**config.mk**
```make
export PLATFORM = sky130hd
export DESIGN_NAME = fir_tap_scheduler_flat
export DESIGN_NICKNAME = d
export VERILOG_FILES = /design/src/rtl/fir_pkg.sv /design/src/rtl/fir_tap_scheduler_if.sv /design/src/rtl/fir_delay_line.sv /design/src/rtl/fir_tap_scheduler.sv /design/src/flat_wrapper.sv
export SDC_FILE = /design/constraint.sdc
export NUM_CORES = 1
export LEC_CHECK = 0
export ABC_CLOCK_PERIOD_IN_PS = 4400
export BUFFER_PORTS_ARGS = -buffer_cell sky130_fd_sc_hd__buf_2
export CELL_PAD_IN_SITES_DETAIL_PLACEMENT = 0
export CELL_PAD_IN_SITES_GLOBAL_PLACEMENT = 1
export CORE_ASPECT_RATIO = 0.7
export CORE_MARGIN = 2
export CORE_UTILIZATION = 49
export DETAILED_ROUTE_END_ITERATION = 6
export GPL_ROUTABILITY_DRIVEN = 0
export PLACE_DENSITY_LB_ADDON = 0.15
export SLEW_MARGIN = 25
export SYNTH_ARGS = -nofsm -noshare
export SYNTH_HDL_FRONTEND = slang
export SYNTH_SLANG_ARGS = --single-unit
export TNS_END_PERCENT = 1
```
**constraint.sdc**
```tcl
create_clock -name system1000 -period 4.4 [get_ports system1000]
set_clock_uncertainty 0.1 [all_clocks]
set_input_delay 0.44 -clock system1000 [delete_from_list [all_inputs] [get_ports system1000]]
set_output_delay 0.44 -clock system1000 [all_outputs]
set_load 0.02 [all_outputs]
```
**src/rtl/fir_pkg.sv**
```systemverilog
// Shared types, default parameters and the shift-and-saturate helper
// for the time-multiplexed FIR tap scheduler.
package fir_pkg;

    typedef enum logic [1:0] {
        ST_IDLE = 2'd0,
        ST_RUN  = 2'd1,
        ST_WAIT = 2'd2,
        ST_HOLD = 2'd3
    } fir_sched_state_t;

    localparam int FIR_TAPS  = 4;
    localparam int FIR_DW    = 16;
    localparam int FIR_SHIFT = 15;

    // Arithmetic right shift followed by clamping to a signed dw-bit range.
    // Works on a 64-bit sign-extended accumulator so one function serves
    // every parameterisation; the caller narrows the result to dw bits.
    function automatic logic signed [63:0] fir_sat(
        input logic signed [63:0] acc,
        input int                 shift_amt,
        input int                 dw
    );
        logic signed [63:0] shifted;
        logic signed [63:0] hi;
        logic signed [63:0] lo;
        shifted = acc >>> shift_amt;
        hi      = (64'sd1 <<< (dw - 1)) - 64'sd1;
        lo      = -(64'sd1 <<< (dw - 1));
        if (shifted > hi) begin
            return hi;
        end else if (shifted < lo) begin
            return lo;
        end else begin
            return shifted;
        end
    endfunction

endpackage

```
**src/rtl/fir_tap_scheduler_if.sv**
```systemverilog
// Sample input, MAC control and filtered output signals of the scheduler.
// The master modport is the scheduler; the slave modport is its environment
// (sample source, shared MAC unit and downstream sink).
interface fir_tap_scheduler_if #(
    parameter int TAPS = 4,
    parameter int DW   = 16,
    parameter int ACCW = 2*DW + $clog2(TAPS)
);
    localparam int IW = $clog2(TAPS);

    logic                   in_valid;
    logic signed [DW-1:0]   in_data;
    logic                   in_ready;
    logic                   mac_en;
    logic                   mac_first;
    logic signed [DW-1:0]   mac_sample;
    logic        [IW-1:0]   mac_coef_idx;
    logic signed [ACCW-1:0] mac_acc;
    logic                   out_valid;
    logic signed [DW-1:0]   out_data;
    logic                   out_ready;

    modport master (
        input  in_valid, in_data, mac_acc, out_ready,
        output in_ready, mac_en, mac_first, mac_sample, mac_coef_idx,
               out_valid, out_data
    );

    modport slave (
        output in_valid, in_data, mac_acc, out_ready,
        input  in_ready, mac_en, mac_first, mac_sample, mac_coef_idx,
               out_valid, out_data
    );

endinterface

```
**src/rtl/fir_delay_line.sv**
```systemverilog
// Circular TAPS x DW sample store. One write port at an absolute address,
// one combinational read port addressed relative to the newest sample.
module fir_delay_line #(
    parameter int TAPS = 4,
    parameter int DW   = 16,
    parameter int AW   = $clog2(TAPS)
) (
    input  logic                 i_clk,
    input  logic                 i_rst_n,
    input  logic                 i_wr_en,
    input  logic        [AW-1:0] i_wr_addr,
    input  logic signed [DW-1:0] i_wr_data,
    input  logic        [AW-1:0] i_newest,
    input  logic        [AW-1:0] i_tap,
    output logic signed [DW-1:0] o_rd_data
);

    logic signed [DW-1:0] r_mem [TAPS];
    logic        [AW:0]   w_wrap_sum;
    logic        [AW-1:0] w_rd_idx;

    generate
        for (genvar gi = 0; gi < TAPS; gi++) begin : g_entry
            // Each slot clears on reset and loads when addressed by the write port.
            always_ff @(posedge i_clk or negedge i_rst_n) begin
                if (!i_rst_n) begin
                    r_mem[gi] <= '0;
                end else if (i_wr_en && (i_wr_addr == AW'(gi))) begin
                    r_mem[gi] <= i_wr_data;
                end
            end
        end
    endgenerate

    // (newest - tap) mod TAPS without relying on TAPS being a power of two.
    always_comb begin
        w_wrap_sum = {1'b0, i_newest} + (AW+1)'(TAPS) - {1'b0, i_tap};
        if (i_newest >= i_tap) begin
            w_rd_idx = i_newest - i_tap;
        end else begin
            w_rd_idx = w_wrap_sum[AW-1:0];
        end
    end

    assign o_rd_data = r_mem[w_rd_idx];

endmodule

```
**src/rtl/fir_tap_scheduler.sv**
```systemverilog
// Sequences one shared MAC over all taps of a FIR filter: accepts a sample,
// streams TAPS (sample, coefficient index) pairs to the MAC, then scales,
// saturates and holds the accumulator result on a valid/ready output.
module fir_tap_scheduler
    import fir_pkg::*;
#(
    parameter int TAPS  = FIR_TAPS,
    parameter int DW    = FIR_DW,
    parameter int ACCW  = 2*DW + $clog2(TAPS),
    parameter int SHIFT = FIR_SHIFT
) (
    input  logic                system1000,
    input  logic                system1000_rstn,
    fir_tap_scheduler_if.master bus
);

    localparam int TW = $clog2(TAPS);

    fir_sched_state_t     r_state;
    logic        [TW-1:0] r_wr_ptr;
    logic        [TW-1:0] r_newest;
    logic        [TW-1:0] r_tap;
    logic                 r_in_ready;
    logic                 r_mac_en;
    logic                 r_mac_first;
    logic signed [DW-1:0] r_mac_sample;
    logic        [TW-1:0] r_mac_coef_idx;
    logic                 r_out_valid;
    logic signed [DW-1:0] r_out_data;

    logic        [TW-1:0]   w_tap_next;
    logic        [TW-1:0]   w_wr_ptr_next;
    logic                   w_accept;
    logic signed [DW-1:0]   w_rd_data;
    logic signed [ACCW-1:0] w_acc;

    assign w_accept      = (r_state == ST_IDLE) && bus.in_valid;
    assign w_tap_next    = r_tap + TW'(1);
    assign w_wr_ptr_next = (r_wr_ptr == TW'(TAPS - 1)) ? '0 : r_wr_ptr + TW'(1);
    assign w_acc         = bus.mac_acc;

    // The read port looks one tap ahead so the registered MAC operand for
    // the next cycle is ready at the same edge the tap counter advances.
    fir_delay_line #(
        .TAPS (TAPS),
        .DW   (DW),
        .AW   (TW)
    ) u_delay_line (
        .i_clk     (system1000),
        .i_rst_n   (system1000_rstn),
        .i_wr_en   (w_accept),
        .i_wr_addr (r_wr_ptr),
        .i_wr_data (bus.in_data),
        .i_newest  (r_newest),
        .i_tap     (w_tap_next),
        .o_rd_data (w_rd_data)
    );

    // Scheduler FSM; every output is registered as the value for the next state.
    always_ff @(posedge system1000 or negedge system1000_rstn) begin
        if (!system1000_rstn) begin
            r_state        <= ST_IDLE;
            r_wr_ptr       <= '0;
            r_newest       <= '0;
            r_tap          <= '0;
            r_in_ready     <= 1'b1;
            r_mac_en       <= 1'b0;
            r_mac_first    <= 1'b0;
            r_mac_sample   <= '0;
            r_mac_coef_idx <= '0;
            r_out_valid    <= 1'b0;
            r_out_data     <= '0;
        end else begin
            case (r_state)
                ST_IDLE: begin
                    if (bus.in_valid) begin
                        r_newest       <= r_wr_ptr;
                        r_wr_ptr       <= w_wr_ptr_next;
                        r_tap          <= '0;
                        r_state        <= ST_RUN;
                        r_in_ready     <= 1'b0;
                        r_mac_en       <= 1'b1;
                        r_mac_first    <= 1'b1;
                        r_mac_coef_idx <= '0;
                        // Tap 0 is the sample being written right now, so
                        // bypass the delay line rather than wait for it.
                        r_mac_sample   <= bus.in_data;
                    end
                end
                ST_RUN: begin
                    if (r_tap == TW'(TAPS - 1)) begin
                        r_state        <= ST_WAIT;
                        r_mac_en       <= 1'b0;
                        r_mac_first    <= 1'b0;
                        r_mac_sample   <= '0;
                        r_mac_coef_idx <= '0;
                    end else begin
                        r_tap          <= w_tap_next;
                        r_mac_first    <= 1'b0;
                        r_mac_coef_idx <= w_tap_next;
                        r_mac_sample   <= w_rd_data;
                    end
                end
                ST_WAIT: begin
                    // The MAC registered its last product at the previous edge.
                    r_out_data  <= DW'(fir_sat(64'(w_acc), SHIFT, DW));
                    r_out_valid <= 1'b1;
                    r_state     <= ST_HOLD;
                end
                ST_HOLD: begin
                    if (bus.out_ready) begin
                        r_out_valid <= 1'b0;
                        r_in_ready  <= 1'b1;
                        r_state     <= ST_IDLE;
                    end
                end
                default: begin
                    r_state <= ST_IDLE;
                end
            endcase
        end
    end

    assign bus.in_ready     = r_in_ready;
    assign bus.mac_en       = r_mac_en;
    assign bus.mac_first    = r_mac_first;
    assign bus.mac_sample   = r_mac_sample;
    assign bus.mac_coef_idx = r_mac_coef_idx;
    assign bus.out_valid    = r_out_valid;
    assign bus.out_data     = r_out_data;

endmodule

```
**src/flat_wrapper.sv**
```systemverilog
// flat-port wrapper written by rule: the top's interface ports become plain ports
module fir_tap_scheduler_flat import fir_pkg::*;
#(
    parameter int TAPS  = FIR_TAPS,
    parameter int DW    = FIR_DW,
    parameter int ACCW  = 2*DW + $clog2(TAPS),
    parameter int SHIFT = FIR_SHIFT
)
  (system1000, system1000_rstn, bus_in_valid, bus_in_data, bus_mac_acc, bus_out_ready, bus_in_ready, bus_mac_en, bus_mac_first, bus_mac_sample, bus_mac_coef_idx, bus_out_valid, bus_out_data);
  fir_tap_scheduler_if #(.TAPS(TAPS), .DW(DW), .ACCW(ACCW)) bus_i ();
  input  logic system1000;
  input  logic system1000_rstn;
  input wire logic [$bits(bus_i.in_valid)-1:0] bus_in_valid;
  input wire logic [$bits(bus_i.in_data)-1:0] bus_in_data;
  input wire logic [$bits(bus_i.mac_acc)-1:0] bus_mac_acc;
  input wire logic [$bits(bus_i.out_ready)-1:0] bus_out_ready;
  output wire logic [$bits(bus_i.in_ready)-1:0] bus_in_ready;
  output wire logic [$bits(bus_i.mac_en)-1:0] bus_mac_en;
  output wire logic [$bits(bus_i.mac_first)-1:0] bus_mac_first;
  output wire logic [$bits(bus_i.mac_sample)-1:0] bus_mac_sample;
  output wire logic [$bits(bus_i.mac_coef_idx)-1:0] bus_mac_coef_idx;
  output wire logic [$bits(bus_i.out_valid)-1:0] bus_out_valid;
  output wire logic [$bits(bus_i.out_data)-1:0] bus_out_data;
  assign bus_i.in_valid = bus_in_valid;
  assign bus_i.in_data = bus_in_data;
  assign bus_i.mac_acc = bus_mac_acc;
  assign bus_i.out_ready = bus_out_ready;
  assign bus_in_ready = bus_i.in_ready;
  assign bus_mac_en = bus_i.mac_en;
  assign bus_mac_first = bus_i.mac_first;
  assign bus_mac_sample = bus_i.mac_sample;
  assign bus_mac_coef_idx = bus_i.mac_coef_idx;
  assign bus_out_valid = bus_i.out_valid;
  assign bus_out_data = bus_i.out_data;
  fir_tap_scheduler #(.TAPS(TAPS), .DW(DW), .ACCW(ACCW), .SHIFT(SHIFT)) u_core (.system1000(system1000), .system1000_rstn(system1000_rstn), .bus(bus_i));
endmodule
```
==> results of run 1 <==
==> registers in the layout, summed over array words and instances, names as in the netlist <==
| signal | count |
|---|---|
| u_core.bus.out_data | 16 |
| u_core.r_newest | 2 |
| u_core.bus.mac_first | 1 |
| u_core.bus.mac_sample | 16 |
| u_core.bus.out_valid | 1 |
| u_core.bus.in_ready | 1 |
| u_core.u_delay_line.r_mem | 64 |
| u_core.r_tap | 2 |
| u_core.r_state | 2 |
| u_core.bus.mac_en | 1 |
| u_core.r_wr_ptr | 2 |
| u_core.bus.mac_coef_idx | 2 |
==> cell usage in the layout, fill, tap and decap left out, drive strengths merged, types with 5 or more instances in the layout <==
master	instances
o22ai	16
a221oi	15
ha	11
mux2	82
o21ai	21
a21boi	15
clkbuf	11
mux2i	34
a21oi	23
inv	9
dfrtp	109
nand3	5
nand2	6
buf	80
o22a	15
==> power breakdown <==
part / switching [mW] / total [mW] / internal (mW)
Sequential: 0.291 / 1.80 / 1.51
Combinational: 1.41 / 2.78 / 1.37
Clock: 0.366 / 0.882 / 0.516
==> logic make-up after synthesis <==
| group | Yosys count |
|---|---|
| adders and majority gates | 11 |
| muxes | 117 |
| DFF | 110 |
| AOI/OAI and AO/OA | 113 |
| xor gates and xnor gates | 1 |
| buffers and inverters | 37 |
| and+or+nand+nor | 28 |
==> metal layers <==
| layer | GRT usage [%] | vias up | wire length (um) |
|---|---|---|---|
| li1 | - | 1692 | - |
| met5 | 0 | - | 0 |
| met1 | 31.2 | 1835 | 5500 |
| met2 | 33.6 | 91 | 5580 |
| met3 | 4.84 | 7 | 696 |
| met4 | 5.34 | 0 | 80 |
==> how the worst max path moves through the flow <==
stage | end | slack, ns | cells after the start
3_3_place_gp | u_core.bus.mac_sample[12] | 1.84 | 6
5_1_grt | u_core.bus.mac_sample[14] | 1.57 | 6
2_1_floorplan | u_core.bus.mac_sample[15] | 2.43 | 4
3_5_place_dp | u_core.bus.mac_sample[14] | 1.77 | 6
6_report | u_core.bus.mac_sample[14] | 1.75 | 6
4_1_cts | u_core.bus.mac_sample[14] | 1.76 | 6
==> synth_stat cells, types with 4 or more instances <==
cell type  count
buf_2         11
mux2i_1       34
dfrtp_1      109
a21oi_1       23
inv_1          7
clkbuf_1      13
nor2_1         4
a21boi_0      15
mux2_2        69
o21ai_0       20
a221oi_1      15
nand2_1        6
nor2b_1        4
o22ai_2       10
o22ai_1        6
ha_1          11
mux2_4        10
o22a_1        15
==> cell type report <==
type	count	area, um2	share of cell area (%)
Timing Repair Buffer	80	413	6.67
Sequential cell	110	2750	44.5
Multi-Input combinational cell	270	2480	40.1
Clock inverter	5	81.3	1.31
Clock buffer	11	243	3.92
Inverter	10	37.5	0.606
Tap cell	148	185	2.99
==> flow_summary.yaml, run 1 <==
floorplanning:
  die_y_um: 91.7
  die_area_um2: 11900
  pin_count: 92
  initial_core_util_pct: 51.3
  fp.coreArea_um2: 10500
  rows: 31
  die_width_um: 129
setup_path:
  path_class: "register to register"
  critPathLaunch: "u_core.r_state[0]"
  r2r-end: "u_core.bus.mac_sample[14]"
  critPathTopFamily: "buffers and inverters"
  worst-path-max-fanout: 25
  startpoint_type: "register"
  required_ns: 4.51
  max_stage_delay_ns: 0.62
  path_buf_inv: 3
  cp_slowest_cell: "clkinv_1"
  worstReg2RegStart: "u_core.r_state[0]"
  critPathArrivalTime_ns: 2.77
  crit_path_end_kind: "register"
  worstPathCellList: "inv_1, ha_1, buf_4, clkinv_1, a221oi_1, o22ai_2"
  r2r_slack_ns: 1.75
  ff2ff_path_depth: 6
synth:
  synth_flop_cell: "dfrtp_1"
  synth_top_family_by_area: "multiplexers"
  syn_avg_cell_area_um2: 12.9
  synthCells: 417
  synth_edf_count: 0
  synth_fa_ha_area_share_pct: 2.55
  synth_xor_area_share_pct: 0.464
  yosys.area.top_type: "dfrtp_1"
  seq_area_frac_synth_pct: 51.1
  synth_top_area_share_pct: 50.6
  synth_warnings: 0
  synth_area_um2: 5390
  synth_top_cells_by_area: "dfrtp_1, mux2_2, mux2i_1"
  synthSimpleGateAreaFrac_pct: 2.95
  synth_seq_cells: 110
  synthMuxAreaShare_pct: 24.6
  synth_cell_types: 41
  async_flop_share_pct: 100
  synth_nets: 482
  synth_compound_area_share_pct: 15.3
final_layout:
  drive_above_1_share_pct: 39.5
  nFillCells: 888
  diodes: 0
  fin_nets: 546
  fin_util_pct: 58.9
  instances_no_fill: 634
  stdcell_area_um2: 6190
  syn_to_final_growth_pct: 15.0
clock_tree:
  clk_pin_slew_ns: 0.07
  clkLatencyLatePin_ns: 0.35
  ctsResizeCount: 0
  htreeDepth: 3
  cts_sinks: 110
  cts_buffers: 9
  clockRootBuffer: "clkbuf_16"
  clk_path_buf_depth: 2
  cts_setup_buffers: 0
  ctsHoldBuffers: 0
  cts_tree: "yes"
timing:
  fin_tns_setup_ns: 0
  slew_headroom_pct: 32.1
  fin_ws_ns: 1.75
  min_period_ns: 2.65
  grt_setup_unrepaired: "false"
  hold_violations: 0
  drv_slew: 0
  worst_pin_slew_ns: 1.02
  finalSetupViolations: 0
  max_freq_ghz: 0.377
  hold_slack_ns: 0.0903
  finalCritPeriodShare_pct: 60.3
route:
  drc: 0
  ant_nets: 0
  via_count: 3625
  drt_iter0_markers: 179
  routedWlPerCell_um: 18.7
  avgViaCountPerCell: 5.72
  drt_wl_total_um: 11800
  dr.pass1.iters: 4
worst_hold_path:
  hold_path_class: "input pin to asynchronous set/reset pin"
global_route:
  grt_pass1_vias: 3695
  groute.usage.overall_pct: 21.7
  grt_overflow: 0
  grt_max_degree: 68
  grt_pass1_wl_um: 19700
  antenna_found_initial: 0
pwr:
  power_density_nw_per_um2: 882
  vdd_ir_drop_max_mv: 0.471
  finalPower_mw: 5.46
  power.leakage_nw: 2.82
place:
  dpl.cell_count: 618
  place_ws_ns: 1.77
  place_area_um2: 5870
  dp_hpwl_um: 7620
  portBuffers: 76
status:
  status: "finished clean"
flow_run:
  cap_viol_max_count: 0
(Power assumes the default switching activity.)
==> run 2, diff against run 1 <==
--- a/config.mk
+++ b/config.mk
@@ -5,13 +5,13 @@
 export SDC_FILE = /design/constraint.sdc
 export NUM_CORES = 1
 export LEC_CHECK = 0
-export ABC_CLOCK_PERIOD_IN_PS = 4400
+export ABC_CLOCK_PERIOD_IN_PS = 2400
 export BUFFER_PORTS_ARGS = -buffer_cell sky130_fd_sc_hd__buf_2
 export CELL_PAD_IN_SITES_DETAIL_PLACEMENT = 0
 export CELL_PAD_IN_SITES_GLOBAL_PLACEMENT = 1
 export CORE_ASPECT_RATIO = 0.7
 export CORE_MARGIN = 2
-export CORE_UTILIZATION = 49
+export CORE_UTILIZATION = 41
 export DETAILED_ROUTE_END_ITERATION = 6
 export GPL_ROUTABILITY_DRIVEN = 0
 export PLACE_DENSITY_LB_ADDON = 0.15
==> constraint.sdc (replaced) <==
create_clock -name system1000 -period 2.4 [get_ports system1000]
set_clock_uncertainty 0.1 [all_clocks]
set_input_delay 0.24 -clock system1000 [delete_from_list [all_inputs] [get_ports system1000]]
set_output_delay 0.24 -clock system1000 [all_outputs]
set_load 0.02 [all_outputs]
==> run 2 against run 1 <==
Net effect: register-to-register slack worse by 1.5 ns; via count is 2.5% higher; cell area is 3.4% higher; worst hold slack worse by 0.059 ns; utilization is 9.7 points lower; sequential share of layout area is 1.5 points lower; global-route usage is 2.6 points lower; sequential power is 84% higher; cell count is 6.5% higher; critical path depth is 1 higher; worst setup slack worse by 1.5 ns; clock-buffer cell count is 2 lower; critical endpoint is now u_core.bus.mac_sample[10]; largest power group unchanged.
==> flow_summary.yaml, run 2 (synthesized netlist as in run 1, its figures left out) <==
status:
  status: "finished clean"
final_layout:
  nFillCells: 1163
  final_common_cell: "dfrtp_1"
  diodes: 0
  mostFrequentLayoutCells: "dfrtp_1, buf_2, mux2_2"
  fin_nets: 569
  syn_to_final_growth_pct: 18.9
  stdcell_area_um2: 6410
  largest_register: "u_core.u_delay_line.r_mem"
  largest_reg_flops: 64
  instances_no_fill: 675
  fin_util_pct: 49.3
  drive_above_1_share_pct: 42.0
timing:
  hold_violations: 0
  finalSetupViolations: 0
  hold_slack_ns: 0.0317
  fin_ws_ns: 0.225
  fin_tns_setup_ns: 0
  grt_setup_unrepaired: "false"
  max_freq_ghz: 0.460
  worst_pin_slew_ns: 0.663
  finalCritPeriodShare_pct: 90.6
  drv_slew: 0
  slew_headroom_pct: 55.8
  min_period_ns: 2.18
setup_path:
  cp_slowest_cell: "dfrtp_1"
  max_stage_delay_ns: 0.41
  worstReg2RegStart: "u_core.r_state[0]"
  r2r-end: "u_core.bus.mac_sample[10]"
  startpoint_type: "register"
  path_buf_inv: 3
  critPathTopFamily: "buffers and inverters"
  worstPathCellList: "inv_1, ha_1, buf_4, nand2b_1, buf_4, o21ai_0, o22ai_2"
  cpMostUsedCell: "buf_4"
  critPathArrivalTime_ns: 2.29
  r2r_slack_ns: 0.22
  worst-path-max-fanout: 10
  required_ns: 2.52
  path_class: "register to register"
  crit_path_end_kind: "register"
  ff2ff_path_depth: 7
route:
  drt_iter0_markers: 133
  via_count: 3714
  ant_nets: 0
  drc: 0
  avgViaCountPerCell: 5.50
  drt_wl_total_um: 12700
  dr.pass1.iters: 4
  routedWlPerCell_um: 18.8
place:
  place_area_um2: 6100
  dpl.cell_count: 658
  dp_hpwl_um: 8710
  place_ws_ns: 0.242
  portBuffers: 76
clock_tree:
  ctsResizeCount: 0
  htreeDepth: 3
  cts_setup_buffers: 0
  clockRootBuffer: "clkbuf_16"
  cts_sinks: 110
  clk_path_buf_depth: 2
  cts_tree: "yes"
  cts_buffers: 9
  clkLatencyLatePin_ns: 0.35
  clk_pin_slew_ns: 0.08
worst_hold_path:
  whs_path_depth: 2
  min_from: "bus_out_ready"
  hold_end: "u_core.bus.out_valid"
  hold_path_class: "input pin to register"
floorplanning:
  rows: 35
  die_y_um: 99.9
  fp.coreArea_um2: 13000
  pin_count: 92
  die_area_um2: 14100
  initial_core_util_pct: 41.4
  die_width_um: 141
flow_run:
  cap_viol_max_count: 0
global_route:
  groute.usage.overall_pct: 19.1
  grt_pass1_wl_um: 20900
  grt_max_degree: 45
  grt_overflow: 0
  grt_pass1_vias: 3880
  antenna_found_initial: 0
pwr:
  power_density_nw_per_um2: 1600
  power.leakage_nw: 2.92
  vdd_ir_drop_max_mv: 0.545
  finalPower_mw: 10.2
## run 2: cell count changes in the layout (fill, tap and decap cells not counted), moves of 2 or more
cell       change
buf_12         +4
buf_4         +18
bufinv_16      -2
inv_6          +2
## run 2: layer usage
metal  global-route usage, %  wire length [um]  part of all wire [%]  vias up
met2                    31.0              5970                    47       79
met1                    26.9              6030                    47     1881
met5                       0                 0                     0        -
met3                    4.06               610                   4.8       10
li1                        -                 -                     -     1744
met4                    4.08               111                  0.87        0
## run 2: cell type report
type | instances | area (um2) | share of cell area (%)
repair buffers | 103 | 638 | 9.96
inverters | 10 | 37.5 | 0.586
flip-flops and latches | 110 | 2750 | 43.0
multi-input cells | 270 | 2480 | 38.7
clock inverters | 7 | 66.3 | 1.03
well taps | 166 | 208 | 3.24
clock buffers | 9 | 225 | 3.51
## run 2: how the worst max path moves through the flow
| stage | depth (start not counted) | start | end | slack (ns) |
|---|---|---|---|---|
| 6_report | 7 | u_core.r_state[0] | u_core.bus.mac_sample[10] | 0.22 |
| 5_1_grt | 7 | u_core.r_state[0] | u_core.bus.mac_sample[14] | 0.06 |
| 4_1_cts | 4 | u_core.r_state[0] | u_core.u_delay_line.r_mem[12] | 0.23 |
| 3_5_place_dp | 4 | u_core.r_state[0] | u_core.u_delay_line.r_mem[12] | 0.24 |
| 3_3_place_gp | 4 | u_core.r_state[0] | u_core.u_delay_line.r_mem[13] | 0.28 |
| 2_1_floorplan | 4 | u_core.r_tap[0] | u_core.bus.mac_sample[15] | 0.43 |
## run 2: power by group
group / internal (mW) / switching, mW
clock network: 0.727 / 0.723
registers: 2.77 / 0.535
logic: 2.77 / 2.71
## run 2: what timing repair did
action                                 in CTS  in global routing
setup endpoints to repair                   0                  0
hold buffers                                1                  0
endpoints found under the hold margin      40                  0
==> run 3, diff against run 2 <==
--- a/config.mk
+++ b/config.mk
@@ -10,11 +10,12 @@
 export CELL_PAD_IN_SITES_DETAIL_PLACEMENT = 0
 export CELL_PAD_IN_SITES_GLOBAL_PLACEMENT = 1
 export CORE_ASPECT_RATIO = 0.7
-export CORE_MARGIN = 2
 export CORE_UTILIZATION = 41
+export CTS_CLUSTER_DIAMETER = 120
 export DETAILED_ROUTE_END_ITERATION = 6
 export GPL_ROUTABILITY_DRIVEN = 0
 export PLACE_DENSITY_LB_ADDON = 0.15
+export SETUP_SLACK_MARGIN = 0.3
 export SLEW_MARGIN = 25
 export SYNTH_ARGS = -nofsm -noshare
 export SYNTH_HDL_FRONTEND = slang
==> run 3 against run 2 <==
Net effect: combinational power hardly changed; worst hold slack worse by 0.016 ns; die area down 3.4%; critical endpoint is now u_core.bus.mac_sample[0]; largest power group unchanged; highest routed layer unchanged.
==> flow_summary.yaml, run 3 (synthesized netlist as in run 1, its figures left out) <==
status:
  status: "finished clean"
timing:
  min_period_ns: 1.99
  grt_setup_unrepaired: "false"
  slew_headroom_pct: 56.5
  max_freq_ghz: 0.502
  hold_violations: 0
  hold_slack_ns: 0.0159
  finalSetupViolations: 0
  fin_tns_setup_ns: 0
  worst_pin_slew_ns: 0.653
  finalCritPeriodShare_pct: 83.0
  drv_slew: 0
  fin_ws_ns: 0.408
clock_tree:
  clockRootBuffer: "clkbuf_16"
  htreeDepth: 3
  cts_sinks: 110
  clkLatencyLatePin_ns: 0.34
  cts_tree: "yes"
  cts_buffers: 9
  clk_path_buf_depth: 2
  clk_pin_slew_ns: 0.07
pwr:
  finalPower_mw: 10.3
  vdd_ir_drop_max_mv: 0.853
  power_density_nw_per_um2: 1600
  power.leakage_nw: 2.92
route:
  routedWlPerCell_um: 18.3
  drc: 0
  dr.pass1.iters: 6
  ant_nets: 0
  avgViaCountPerCell: 5.51
  drt_wl_total_um: 12200
  via_count: 3679
  drt_iter0_markers: 161
worst_hold_path:
  whs_path_depth: 2
  min_from: "bus_out_ready"
  hold_end: "u_core.bus.out_valid"
  hold_path_class: "input pin to register"
final_layout:
  fin_nets: 566
  instances_no_fill: 668
  diodes: 0
  syn_to_final_growth_pct: 18.8
  final_common_cell: "dfrtp_1"
  drive_above_1_share_pct: 42.3
  largest_register: "u_core.u_delay_line.r_mem"
  mostFrequentLayoutCells: "dfrtp_1, buf_2, mux2_2"
  largest_reg_flops: 64
global_route:
  grt_pass1_vias: 3791
  grt_overflow: 0
  grt_pass1_wl_um: 20200
  groute.usage.overall_pct: 19.1
  antenna_found_initial: 0
  grt_max_degree: 45
setup_path:
  critPathArrivalTime_ns: 2.15
  path_class: "register to register"
  worstReg2RegStart: "u_core.r_tap[1]"
  crit_path_end_kind: "register"
  ff2ff_path_depth: 5
  worst-path-max-fanout: 11
  r2r_slack_ns: 0.41
  required_ns: 2.56
  startpoint_type: "register"
  r2r-end: "u_core.bus.mac_sample[0]"
place:
  portBuffers: 76
  place_ws_ns: 0.0997
  dpl.cell_count: 650
  dp_hpwl_um: 8530
floorplanning:
  rows: 34
  die_area_um2: 13600
  fp.coreArea_um2: 12600
  die_width_um: 139
  die_y_um: 97.9
  pin_count: 92
  initial_core_util_pct: 42.7
flow_run:
  cap_viol_max_count: 0
[run 3: changes by cell type in the layout (fill, tap and decap cells not counted), moves of 2 or more]
cell and delta:
buf_4 -4, clkinv_2 +2, clkinvlp_4 -2, ha_1 -2
[run 3: through the flow]
step                      cell area, um2  util [%]
after floorplan                     5390         -
after global placement              6080      48.1
after detailed placement            6080      48.1
after CTS                           6370      50.4
after global routing                6400      50.7
final                               6400      50.7
[run 3: routing by layer]
metal  global-route usage [%]  vias to the layer above  share of wire, %  wire length, um
met5                        0                        -                 0                0
met4                     4.10                        0              0.68               83
met3                     4.02                        9               3.1              377
met2                     31.2                       53                46             5680
met1                     26.2                     1877                50             6070
li1                         -                     1740                 -                -
[run 3: worst max path at each step]
stage / from / endpoint / slack, ns
after detailed placement: u_core.r_state[0] / u_core.u_delay_line.r_mem[62] / 0.1
after CTS: u_core.r_tap[1] / u_core.bus.mac_sample[0] / 0.17
final: u_core.r_tap[1] / u_core.bus.mac_sample[0] / 0.41
after global routing: u_core.r_state[1] / u_core.bus.mac_sample[6] / 0.34
after floorplan: u_core.r_tap[0] / u_core.bus.mac_sample[15] / 0.43
after global placement: u_core.r_state[0] / u_core.u_delay_line.r_mem[61] / 0.16
[run 3: power by group]
| part | leakage (nW) | switching [mW] | internal [mW] |
|---|---|---|---|
| Sequential | 1.32 | 0.543 | 2.77 |
| Combinational | 1.45 | 2.68 | 2.83 |
| Clock | 0.142 | 0.711 | 0.722 |
[run 3: timing repair]
item | in CTS | in global routing
hold buffers | 1 | 0
hold endpoints to repair | 41 | 0
endpoints found under the setup margin | 54 | 30
setup buffers | 0 | 1
pin swaps | 0 | 1
resized for setup | 1 | 3
[run 3: final cells by class]
class | count | area [um2]
well taps | 162 | 203
fillers | 1113 | 6230
flip-flops and latches | 110 | 2750
inverters | 10 | 37.5
clock buffers | 9 | 225
multi-input cells | 270 | 2500
clock inverters | 7 | 56.3
repair buffers | 100 | 628
[run 3: critical path: stages (launching register included)]
cell	delay [ns]
dfrtp_1	0.42
ha_1	0.40
xor3_2	0.34
buf_12	0.18
mux2_2	0.29
o22ai_1	0.17
